## config.mk

```make
export PLATFORM = sky130hd
export DESIGN_NAME = ntt_addr_gen_par_flat
export DESIGN_NICKNAME = d
export VERILOG_FILES = /design/src/rtl/ntt_addr_gen_par_if.sv /design/src/rtl/ntt_addr_gen_par.sv /design/src/flat_wrapper.sv
export SDC_FILE = /design/constraint.sdc
export NUM_CORES = 1
export LEC_CHECK = 0
export BUFFER_PORTS_ARGS = -buffer_cell sky130_fd_sc_hd__buf_2
export CAP_MARGIN = 5
export CORE_AREA = 3 3 158 160
export CTS_CLUSTER_DIAMETER = 200
export DETAILED_ROUTE_END_ITERATION = 10
export DIE_AREA = 0 0 161 163
export PLACE_DENSITY_LB_ADDON = 0.25
export SKIP_CTS_REPAIR_TIMING = 1
export SYNTH_ARGS = -nofsm -noshare
export SYNTH_HDL_FRONTEND = slang
export SYNTH_SLANG_ARGS = --single-unit
export TNS_END_PERCENT = 100
```

## constraint.sdc

```tcl
create_clock -name clk_i -period 18.2 [get_ports clk_i]
set_input_delay 2.73 -clock clk_i [delete_from_list [all_inputs] [get_ports clk_i]]
set_output_delay 2.73 -clock clk_i [all_outputs]
set_load 0.01 [all_outputs]
```

## src/rtl/ntt_addr_gen_par_if.sv

```systemverilog
// Beat bus between the parallel NTT address generator and its consumer.
// master = generator side, slave = consumer side.
interface ntt_addr_gen_par_if #(
  parameter int LOG_N       = 8,
  parameter int LOG_BU      = 3,
  parameter int MIN_LEN_LOG = 1
);
  localparam int NUM_BU = 1 << LOG_BU;
  localparam int ADW    = LOG_N - LOG_BU;
  localparam int ZW     = LOG_N - 1;
  localparam int STAGES = LOG_N - MIN_LEN_LOG;
  localparam int SW     = (STAGES > 1) ? $clog2(STAGES) : 1;

  logic                     start_i;
  logic                     is_ntt_i;
  logic                     out_ready_i;
  logic                     valid_o;
  logic [NUM_BU*LOG_BU-1:0] bank_a_o;
  logic [NUM_BU*LOG_BU-1:0] bank_b_o;
  logic [NUM_BU*ADW-1:0]    addr_a_o;
  logic [NUM_BU*ADW-1:0]    addr_b_o;
  logic [NUM_BU*ZW-1:0]     zeta_o;
  logic [LOG_N-1:0]         olen_o;
  logic [SW-1:0]            stage_o;
  logic                     last_o;
  logic                     busy_o;
  logic                     done_o;

  modport master (
    input  start_i, is_ntt_i, out_ready_i,
    output valid_o, bank_a_o, bank_b_o, addr_a_o, addr_b_o, zeta_o,
           olen_o, stage_o, last_o, busy_o, done_o
  );

  modport slave (
    output start_i, is_ntt_i, out_ready_i,
    input  valid_o, bank_a_o, bank_b_o, addr_a_o, addr_b_o, zeta_o,
           olen_o, stage_o, last_o, busy_o, done_o
  );
endinterface

```

## src/rtl/ntt_addr_gen_par.sv

```systemverilog
// Parallel NTT/INTT butterfly address + twiddle generator, all beat outputs registered;
// first beat one cycle after start, beats held stable while out_ready_i is low.
module ntt_addr_gen_par #(
  parameter int LOG_N       = 8,
  parameter int LOG_BU      = 3,
  parameter int MIN_LEN_LOG = 1,
  parameter int GAP_CYCLES  = 4
) (
  input  logic                clk_i,
  input  logic                rst_i,
  ntt_addr_gen_par_if.master  bus
);
  localparam int NUM_BU = 1 << LOG_BU;
  localparam int ADW    = LOG_N - LOG_BU;
  localparam int ZW     = LOG_N - 1;
  localparam int STAGES = LOG_N - MIN_LEN_LOG;
  localparam int SW     = (STAGES > 1) ? $clog2(STAGES) : 1;
  localparam int BEATS  = 1 << (LOG_N - 1 - LOG_BU);
  localparam int BW     = (LOG_N - 1 - LOG_BU > 0) ? (LOG_N - 1 - LOG_BU) : 1;
  localparam int GW     = (GAP_CYCLES > 1) ? $clog2(GAP_CYCLES) : 1;

  typedef enum logic [1:0] {IDLE, RUN, GAP} state_e;

  state_e                   state_q, state_d;
  logic                     mode_q, mode_d;
  logic [SW-1:0]            stage_q, stage_d;
  logic [BW-1:0]            beat_q, beat_d;
  logic [GW-1:0]            gap_q, gap_d;
  logic                     valid_q, valid_d;
  logic                     last_q, last_d;
  logic                     done_q, done_d;
  logic [NUM_BU*LOG_BU-1:0] bank_a_q, bank_a_d, bank_b_q, bank_b_d;
  logic [NUM_BU*ADW-1:0]    addr_a_q, addr_a_d, addr_b_q, addr_b_d;
  logic [NUM_BU*ZW-1:0]     zeta_q, zeta_d;
  logic [LOG_N-1:0]         olen_q, olen_d;
  logic [SW-1:0]            stage_out_q, stage_out_d;

  logic        accept, beat_end, stage_end, run_d;
  logic [31:0] ll, j, grp;
  logic [LOG_N-1:0] len_v, lo, hi;
  logic [ZW-1:0]    z;

  always_comb begin
    state_d   = state_q;
    mode_d    = mode_q;
    stage_d   = stage_q;
    beat_d    = beat_q;
    gap_d     = gap_q;
    done_d    = 1'b0;
    accept    = valid_q & bus.out_ready_i;
    beat_end  = (beat_q == BW'(BEATS - 1));
    stage_end = (stage_q == SW'(STAGES - 1));
    case (state_q)
      // A start landing in the done cycle is dropped on purpose.
      IDLE: if (bus.start_i && !done_q) begin
        state_d = RUN;
        mode_d  = bus.is_ntt_i;
        stage_d = '0;
        beat_d  = '0;
      end
      RUN: if (accept) begin
        if (!beat_end) begin
          beat_d = beat_q + 1'b1;
        end else if (stage_end) begin
          state_d = IDLE;
          done_d  = 1'b1;
          stage_d = '0;
          beat_d  = '0;
        end else begin
          stage_d = stage_q + 1'b1;
          beat_d  = '0;
          gap_d   = '0;
          state_d = (GAP_CYCLES == 0) ? RUN : GAP;
        end
      end
      GAP: begin
        gap_d = gap_q + 1'b1;
        if (gap_q == GW'(GAP_CYCLES - 1)) state_d = RUN;
      end
      default: state_d = IDLE;
    endcase
  end

  // Lane values are built from the next beat so they land in flops with valid_o.
  always_comb begin
    run_d       = (state_d == RUN);
    valid_d     = run_d;
    last_d      = run_d && (stage_d == SW'(STAGES - 1)) && (beat_d == BW'(BEATS - 1));
    stage_out_d = run_d ? stage_d : '0;
    bank_a_d    = '0;
    bank_b_d    = '0;
    addr_a_d    = '0;
    addr_b_d    = '0;
    zeta_d      = '0;
    olen_d      = '0;
    ll          = '0;
    j           = '0;
    grp         = '0;
    len_v       = '0;
    lo          = '0;
    hi          = '0;
    z           = '0;
    if (run_d) begin
      ll     = mode_d ? (32'(LOG_N - 1) - 32'(stage_d)) : (32'(MIN_LEN_LOG) + 32'(stage_d));
      len_v  = LOG_N'(32'd1 << ll);
      olen_d = len_v;
      for (int i = 0; i < NUM_BU; i++) begin
        j   = 32'(beat_d) * 32'(NUM_BU) + 32'(i);
        grp = j >> ll;
        lo  = LOG_N'((grp << (ll + 32'd1)) | (j & ((32'd1 << ll) - 32'd1)));
        hi  = lo + len_v;
        z   = mode_d ? ZW'((32'd1 << (32'(LOG_N - 1) - ll)) + grp)
                     : ZW'((32'd2 << (32'(LOG_N - 1) - ll)) - 32'd1 - grp);
        bank_a_d[i*LOG_BU +: LOG_BU] = lo[LOG_N-1 -: LOG_BU];
        bank_b_d[i*LOG_BU +: LOG_BU] = hi[LOG_N-1 -: LOG_BU];
        addr_a_d[i*ADW +: ADW]       = lo[ADW-1:0];
        addr_b_d[i*ADW +: ADW]       = hi[ADW-1:0];
        zeta_d[i*ZW +: ZW]           = z;
      end
    end
  end

  always_ff @(posedge clk_i or posedge rst_i) begin
    if (rst_i) begin
      state_q     <= IDLE;
      mode_q      <= 1'b0;
      stage_q     <= '0;
      beat_q      <= '0;
      gap_q       <= '0;
      valid_q     <= 1'b0;
      last_q      <= 1'b0;
      done_q      <= 1'b0;
      bank_a_q    <= '0;
      bank_b_q    <= '0;
      addr_a_q    <= '0;
      addr_b_q    <= '0;
      zeta_q      <= '0;
      olen_q      <= '0;
      stage_out_q <= '0;
    end else begin
      state_q     <= state_d;
      mode_q      <= mode_d;
      stage_q     <= stage_d;
      beat_q      <= beat_d;
      gap_q       <= gap_d;
      valid_q     <= valid_d;
      last_q      <= last_d;
      done_q      <= done_d;
      bank_a_q    <= bank_a_d;
      bank_b_q    <= bank_b_d;
      addr_a_q    <= addr_a_d;
      addr_b_q    <= addr_b_d;
      zeta_q      <= zeta_d;
      olen_q      <= olen_d;
      stage_out_q <= stage_out_d;
    end
  end

  assign bus.valid_o  = valid_q;
  assign bus.bank_a_o = bank_a_q;
  assign bus.bank_b_o = bank_b_q;
  assign bus.addr_a_o = addr_a_q;
  assign bus.addr_b_o = addr_b_q;
  assign bus.zeta_o   = zeta_q;
  assign bus.olen_o   = olen_q;
  assign bus.stage_o  = stage_out_q;
  assign bus.last_o   = last_q;
  assign bus.busy_o   = (state_q != IDLE);
  assign bus.done_o   = done_q;
endmodule

```

## src/flat_wrapper.sv

```systemverilog
// flat-port wrapper written by rule: the top's interface ports become plain ports
module ntt_addr_gen_par_flat 
#(
  parameter int LOG_N       = 8,
  parameter int LOG_BU      = 3,
  parameter int MIN_LEN_LOG = 1,
  parameter int GAP_CYCLES  = 4
)
  (clk_i, rst_i, bus_start_i, bus_is_ntt_i, bus_out_ready_i, bus_valid_o, bus_bank_a_o, bus_bank_b_o, bus_addr_a_o, bus_addr_b_o, bus_zeta_o, bus_olen_o, bus_stage_o, bus_last_o, bus_busy_o, bus_done_o);
  ntt_addr_gen_par_if #(.LOG_N(LOG_N), .LOG_BU(LOG_BU), .MIN_LEN_LOG(MIN_LEN_LOG)) bus_i ();
  input  logic clk_i;
  input  logic rst_i;
  input wire logic [$bits(bus_i.start_i)-1:0] bus_start_i;
  input wire logic [$bits(bus_i.is_ntt_i)-1:0] bus_is_ntt_i;
  input wire logic [$bits(bus_i.out_ready_i)-1:0] bus_out_ready_i;
  output wire logic [$bits(bus_i.valid_o)-1:0] bus_valid_o;
  output wire logic [$bits(bus_i.bank_a_o)-1:0] bus_bank_a_o;
  output wire logic [$bits(bus_i.bank_b_o)-1:0] bus_bank_b_o;
  output wire logic [$bits(bus_i.addr_a_o)-1:0] bus_addr_a_o;
  output wire logic [$bits(bus_i.addr_b_o)-1:0] bus_addr_b_o;
  output wire logic [$bits(bus_i.zeta_o)-1:0] bus_zeta_o;
  output wire logic [$bits(bus_i.olen_o)-1:0] bus_olen_o;
  output wire logic [$bits(bus_i.stage_o)-1:0] bus_stage_o;
  output wire logic [$bits(bus_i.last_o)-1:0] bus_last_o;
  output wire logic [$bits(bus_i.busy_o)-1:0] bus_busy_o;
  output wire logic [$bits(bus_i.done_o)-1:0] bus_done_o;
  assign bus_i.start_i = bus_start_i;
  assign bus_i.is_ntt_i = bus_is_ntt_i;
  assign bus_i.out_ready_i = bus_out_ready_i;
  assign bus_valid_o = bus_i.valid_o;
  assign bus_bank_a_o = bus_i.bank_a_o;
  assign bus_bank_b_o = bus_i.bank_b_o;
  assign bus_addr_a_o = bus_i.addr_a_o;
  assign bus_addr_b_o = bus_i.addr_b_o;
  assign bus_zeta_o = bus_i.zeta_o;
  assign bus_olen_o = bus_i.olen_o;
  assign bus_stage_o = bus_i.stage_o;
  assign bus_last_o = bus_i.last_o;
  assign bus_busy_o = bus_i.busy_o;
  assign bus_done_o = bus_i.done_o;
  ntt_addr_gen_par #(.LOG_N(LOG_N), .LOG_BU(LOG_BU), .MIN_LEN_LOG(MIN_LEN_LOG), .GAP_CYCLES(GAP_CYCLES)) u_core (.clk_i(clk_i), .rst_i(rst_i), .bus(bus_i));
endmodule
```

==> flow_summary.yaml <==
status:
  run_status: "finished, final reports clean"
synth:
  netlist-cell-type-count: 94
  synth.cell_area_um2: 13000
  synth_async_sr_flop_share: 1.00
  yosysSeqAreaShare: 0.404
  yosys_most_used_dff: "sky130_fd_sc_hd__dfrtp_1"
  post_synth_inst_count: 1407
  synth_enable_flop_cells: 0
  synth-seq-cells: 210
  synth-warning-count: 0
  synthesis.area_per_instance_um2: 9.24
clock_tree:
  clk_transition_reported_paths_ps: 60
  cts_sinks: 210
  cts-buffers-inserted: 22
  max-clock-path-buffers: 3
  cts_root_buf: "sky130_fd_sc_hd__clkbuf_16"
  insertion_delay_ps: 510
  cts_tree: "built"
  cts.htree.levels: 1
place:
  detailedPlacementHpwl_um: 28100
  port_buf_inserts: 203
  place_congestion: 0.979
cells_and_area:
  drive_above_1_share: 0.192
  insertedDiodeCount: 0
  areaGrowthSynthToFinish_pct: 14.9
  final_util: 0.635
  nFillCells: 2008
  number_of_nets_in_the_finished_design: 1678
floorplanning:
  core_um2: 23500
  placement_rows: 56
  io-pin-count: 204
  die_width_um: 161
  fp.dieH_um: 163
  initial_util: 0.552
  dieArea_um2: 26200
route:
  drt-pass1-iter-count: 5
  drt-total-wl_um: 38700
  dr.first_iter.drc_count: 1001
  remaining_drc_errors: 0
  wl_per_cell_um: 20.2
  vias_per_cell: 5.86
  postRouteAntennaNets: 0
  num_vias: 11205
grt:
  grt_pass1_wl_um: 60200
  grt_util_all_layers: 0.292
  first_global_vias: 10885
  antenna_found_initial: 0
  grt_start_max_net_pins: 127
  grt_overflow_total: 0
timing:
  rsz0062_at_grt: "no"
  whs_ps: 511
  finClkSkew_ps: 8.51
  report.final.hold_viol_count: 0
  final-max-slew-violation-count: 0
  setup_total_negative_slack_ps: 0
  endpoints_failing_setup: 0
  max_freq_mhz: 108
  max-slew-margin-rel: 0.202
  final_min_period_over_clock_period: 0.507
  worst_pin_slew_ps: 1200
  post-route-min-period_ps: 9220
worst_setup_path:
  worst_setup_path_end_kind: "flip-flop"
  timing.critical_path.arrival_ps: 9640
  worstPathRequired_ps: 18620
  worstSetupStartpointType: "primary input"
  register_to_register_path_depth: 21
  reg2reg_setup_slack_ps: 10620
  crit-reg2reg-capture: "u_core.bus.bank_b_o[5]"
  crit_fanout: 33
  worstReg2RegStart: "u_core.state_q[0]"
  timing.setup.critical_path_class: "primary input to flip-flop"
worst_hold_path:
  hold_path_startpoint: "u_core.gap_q[1]"
  hold_path.class: "flip-flop to flip-flop"
  holdPathStages: 2
  timing.hold.worst_endpoint: "u_core.gap_q[1]"
run:
  maxCapViolCount: 0
placed cells by master, fill, tap and decap left out, types with 12 or more instances in the layout:
cell,n
sky130_fd_sc_hd__nor4_1,14
sky130_fd_sc_hd__buf_4,12
sky130_fd_sc_hd__o21a_1,15
sky130_fd_sc_hd__inv_1,56
sky130_fd_sc_hd__nand2_1,110
sky130_fd_sc_hd__buf_2,203
sky130_fd_sc_hd__xnor2_1,55
sky130_fd_sc_hd__and2_1,37
sky130_fd_sc_hd__a21o_1,24
sky130_fd_sc_hd__fa_1,12
sky130_fd_sc_hd__nor3_1,32
sky130_fd_sc_hd__nand3_1,23
sky130_fd_sc_hd__clkbuf_16,23
sky130_fd_sc_hd__nand2b_1,14
sky130_fd_sc_hd__o21ai_0,93
sky130_fd_sc_hd__nor3b_1,12
sky130_fd_sc_hd__xor2_1,39
sky130_fd_sc_hd__a211oi_1,18
sky130_fd_sc_hd__nor2_1,147
sky130_fd_sc_hd__a21oi_1,127
sky130_fd_sc_hd__a31oi_1,13
sky130_fd_sc_hd__dfrtp_1,210
sky130_fd_sc_hd__ha_1,84
logic make-up (layout without fill, tap and decap cells):
group / after synthesis / after routing / share of synthesized area
simple gates: 457 / 457 / 0.176
compound gates: 393 / 393 / 0.198
flops: 210 / 210 / 0.404
buf+inv: 136 / 320 / 0.0421
fa+ha+maj: 101 / 101 / 0.103
xor+xnor: 97 / 97 / 0.0671
mux: 11 / 11 / 0.00876
other cells: 2 / 4 / 0.000578
worst max path at each step:
| stage | from | endpoint | slack, ps | depth (start not counted) |
|---|---|---|---|---|
| floorplan | rst_i | u_core.beat_q[0] | 9730 | 1 |
| global placement | bus_out_ready_i | u_core.bus.bank_b_o[5] | 8960 | 22 |
| detailed placement | bus_out_ready_i | u_core.bus.bank_b_o[5] | 8590 | 22 |
| CTS | bus_out_ready_i | u_core.bus.bank_b_o[5] | 9120 | 22 |
| global route | bus_out_ready_i | u_core.bus.bank_b_o[5] | 8470 | 22 |
| finish | bus_out_ready_i | u_core.bus.bank_b_o[5] | 8980 | 22 |
per-layer routing:
| metal | vias to the layer above | GRT usage | part of all wire |
|---|---|---|---|
| met3 | 94 | 0.0430 | 0.067 |
| met1 | 5358 | 0.397 | 0.42 |
| met2 | 459 | 0.481 | 0.47 |
| met5 | - | 0 | 0 |
| met4 | 0 | 0.102 | 0.036 |
| li1 | 5294 | - | - |
state kept, by name (all words and copies together), names as in the netlist:
name	flops
u_core.bus.bank_b_o	24
u_core.beat_q	4
u_core.bus.addr_b_o	40
u_core.bus.bank_a_o	24
u_core.bus.stage_o	3
u_core.bus.olen_o	8
u_core.gap_q	2
u_core.stage_q	3
u_core.bus.valid_o	1
u_core.bus.addr_a_o	40
u_core.mode_q	1
u_core.bus.last_o	1
u_core.state_q	2
u_core.bus.done_o	1
u_core.bus.zeta_o	56
Yosys cell counts (9+ instances only):
| master | count | area (um2) |
|---|---|---|
| sky130_fd_sc_hd__fa_1 | 12 | 240 |
| sky130_fd_sc_hd__nand3_1 | 23 | 115 |
| sky130_fd_sc_hd__inv_1 | 57 | 214 |
| sky130_fd_sc_hd__a211oi_1 | 18 | 135 |
| sky130_fd_sc_hd__nor4_1 | 14 | 87.6 |
| sky130_fd_sc_hd__o21ai_0 | 93 | 465 |
| sky130_fd_sc_hd__clkbuf_1 | 46 | 173 |
| sky130_fd_sc_hd__a31oi_1 | 13 | 81.3 |
| sky130_fd_sc_hd__nor2_1 | 147 | 552 |
| sky130_fd_sc_hd__dfrtp_1 | 210 | 5260 |
| sky130_fd_sc_hd__nor3_1 | 32 | 160 |
| sky130_fd_sc_hd__xnor2_1 | 55 | 482 |
| sky130_fd_sc_hd__nand4_1 | 9 | 56.3 |
| sky130_fd_sc_hd__nor2b_1 | 10 | 62.6 |
| sky130_fd_sc_hd__buf_2 | 11 | 55.1 |
| sky130_fd_sc_hd__nand2_1 | 110 | 413 |
| sky130_fd_sc_hd__xor2_1 | 39 | 342 |
| sky130_fd_sc_hd__mux2i_1 | 10 | 100 |
| sky130_fd_sc_hd__o21a_1 | 15 | 113 |
| sky130_fd_sc_hd__a21o_1 | 24 | 180 |
| sky130_fd_sc_hd__a21oi_1 | 128 | 641 |
| sky130_fd_sc_hd__buf_1 | 10 | 37.5 |
| sky130_fd_sc_hd__o211ai_1 | 9 | 67.6 |
| sky130_fd_sc_hd__nand2b_1 | 14 | 87.6 |
| sky130_fd_sc_hd__and2_1 | 37 | 231 |
| sky130_fd_sc_hd__ha_1 | 84 | 1050 |
| sky130_fd_sc_hd__nor3b_1 | 12 | 90.1 |
metrics by stage:
| step | setup slack [ps] | instances | cell area (um2) |
|---|---|---|---|
| 3_3_place_gp | 8960 | 1872 | 14200 |
| 5_1_grt | 8470 | 1912 | 14900 |
| 2_1_floorplan | 9730 | 1409 | 13000 |
| 6_report | 8980 | 1912 | 14900 |
| 4_1_cts | 9120 | 1912 | 14900 |
| 3_5_place_dp | 8590 | 1872 | 14200 |
area by class of cell:
class                   count  area [um2]  share of cell area
flip-flops and latches    210        5260               0.352
repair buffers            215        1110              0.0740
clock inverters             9        80.1             0.00536
multi-input cells        1063        7240               0.484
well taps                 319         399              0.0267
inverters                  65         251              0.0168
clock buffers              31         616              0.0412
worst max-delay path: stages:
cell and delay, ps:
sky130_fd_sc_hd__buf_2 130, sky130_fd_sc_hd__nand4b_1 440, sky130_fd_sc_hd__o211a_1 450, sky130_fd_sc_hd__nor2_2 80, sky130_fd_sc_hd__buf_4 350, sky130_fd_sc_hd__inv_2 300
sky130_fd_sc_hd__ha_1 330, sky130_fd_sc_hd__nand2b_1 180, sky130_fd_sc_hd__a21oi_1 740, sky130_fd_sc_hd__nor2_2 360, sky130_fd_sc_hd__ha_1 820, sky130_fd_sc_hd__nand3_2 400
sky130_fd_sc_hd__a211oi_1 360, sky130_fd_sc_hd__ha_1 320, sky130_fd_sc_hd__a21oi_1 330, sky130_fd_sc_hd__nand2_1 100, sky130_fd_sc_hd__nand2_1 100, sky130_fd_sc_hd__o21ai_1 60
sky130_fd_sc_hd__a311oi_1 470, sky130_fd_sc_hd__a21oi_1 170, sky130_fd_sc_hd__o21a_1 200, sky130_fd_sc_hd__nor3_1 200
Power is not shown: default switching activity piles up to over one toggle a cycle in this logic, so the estimate is an artifact.
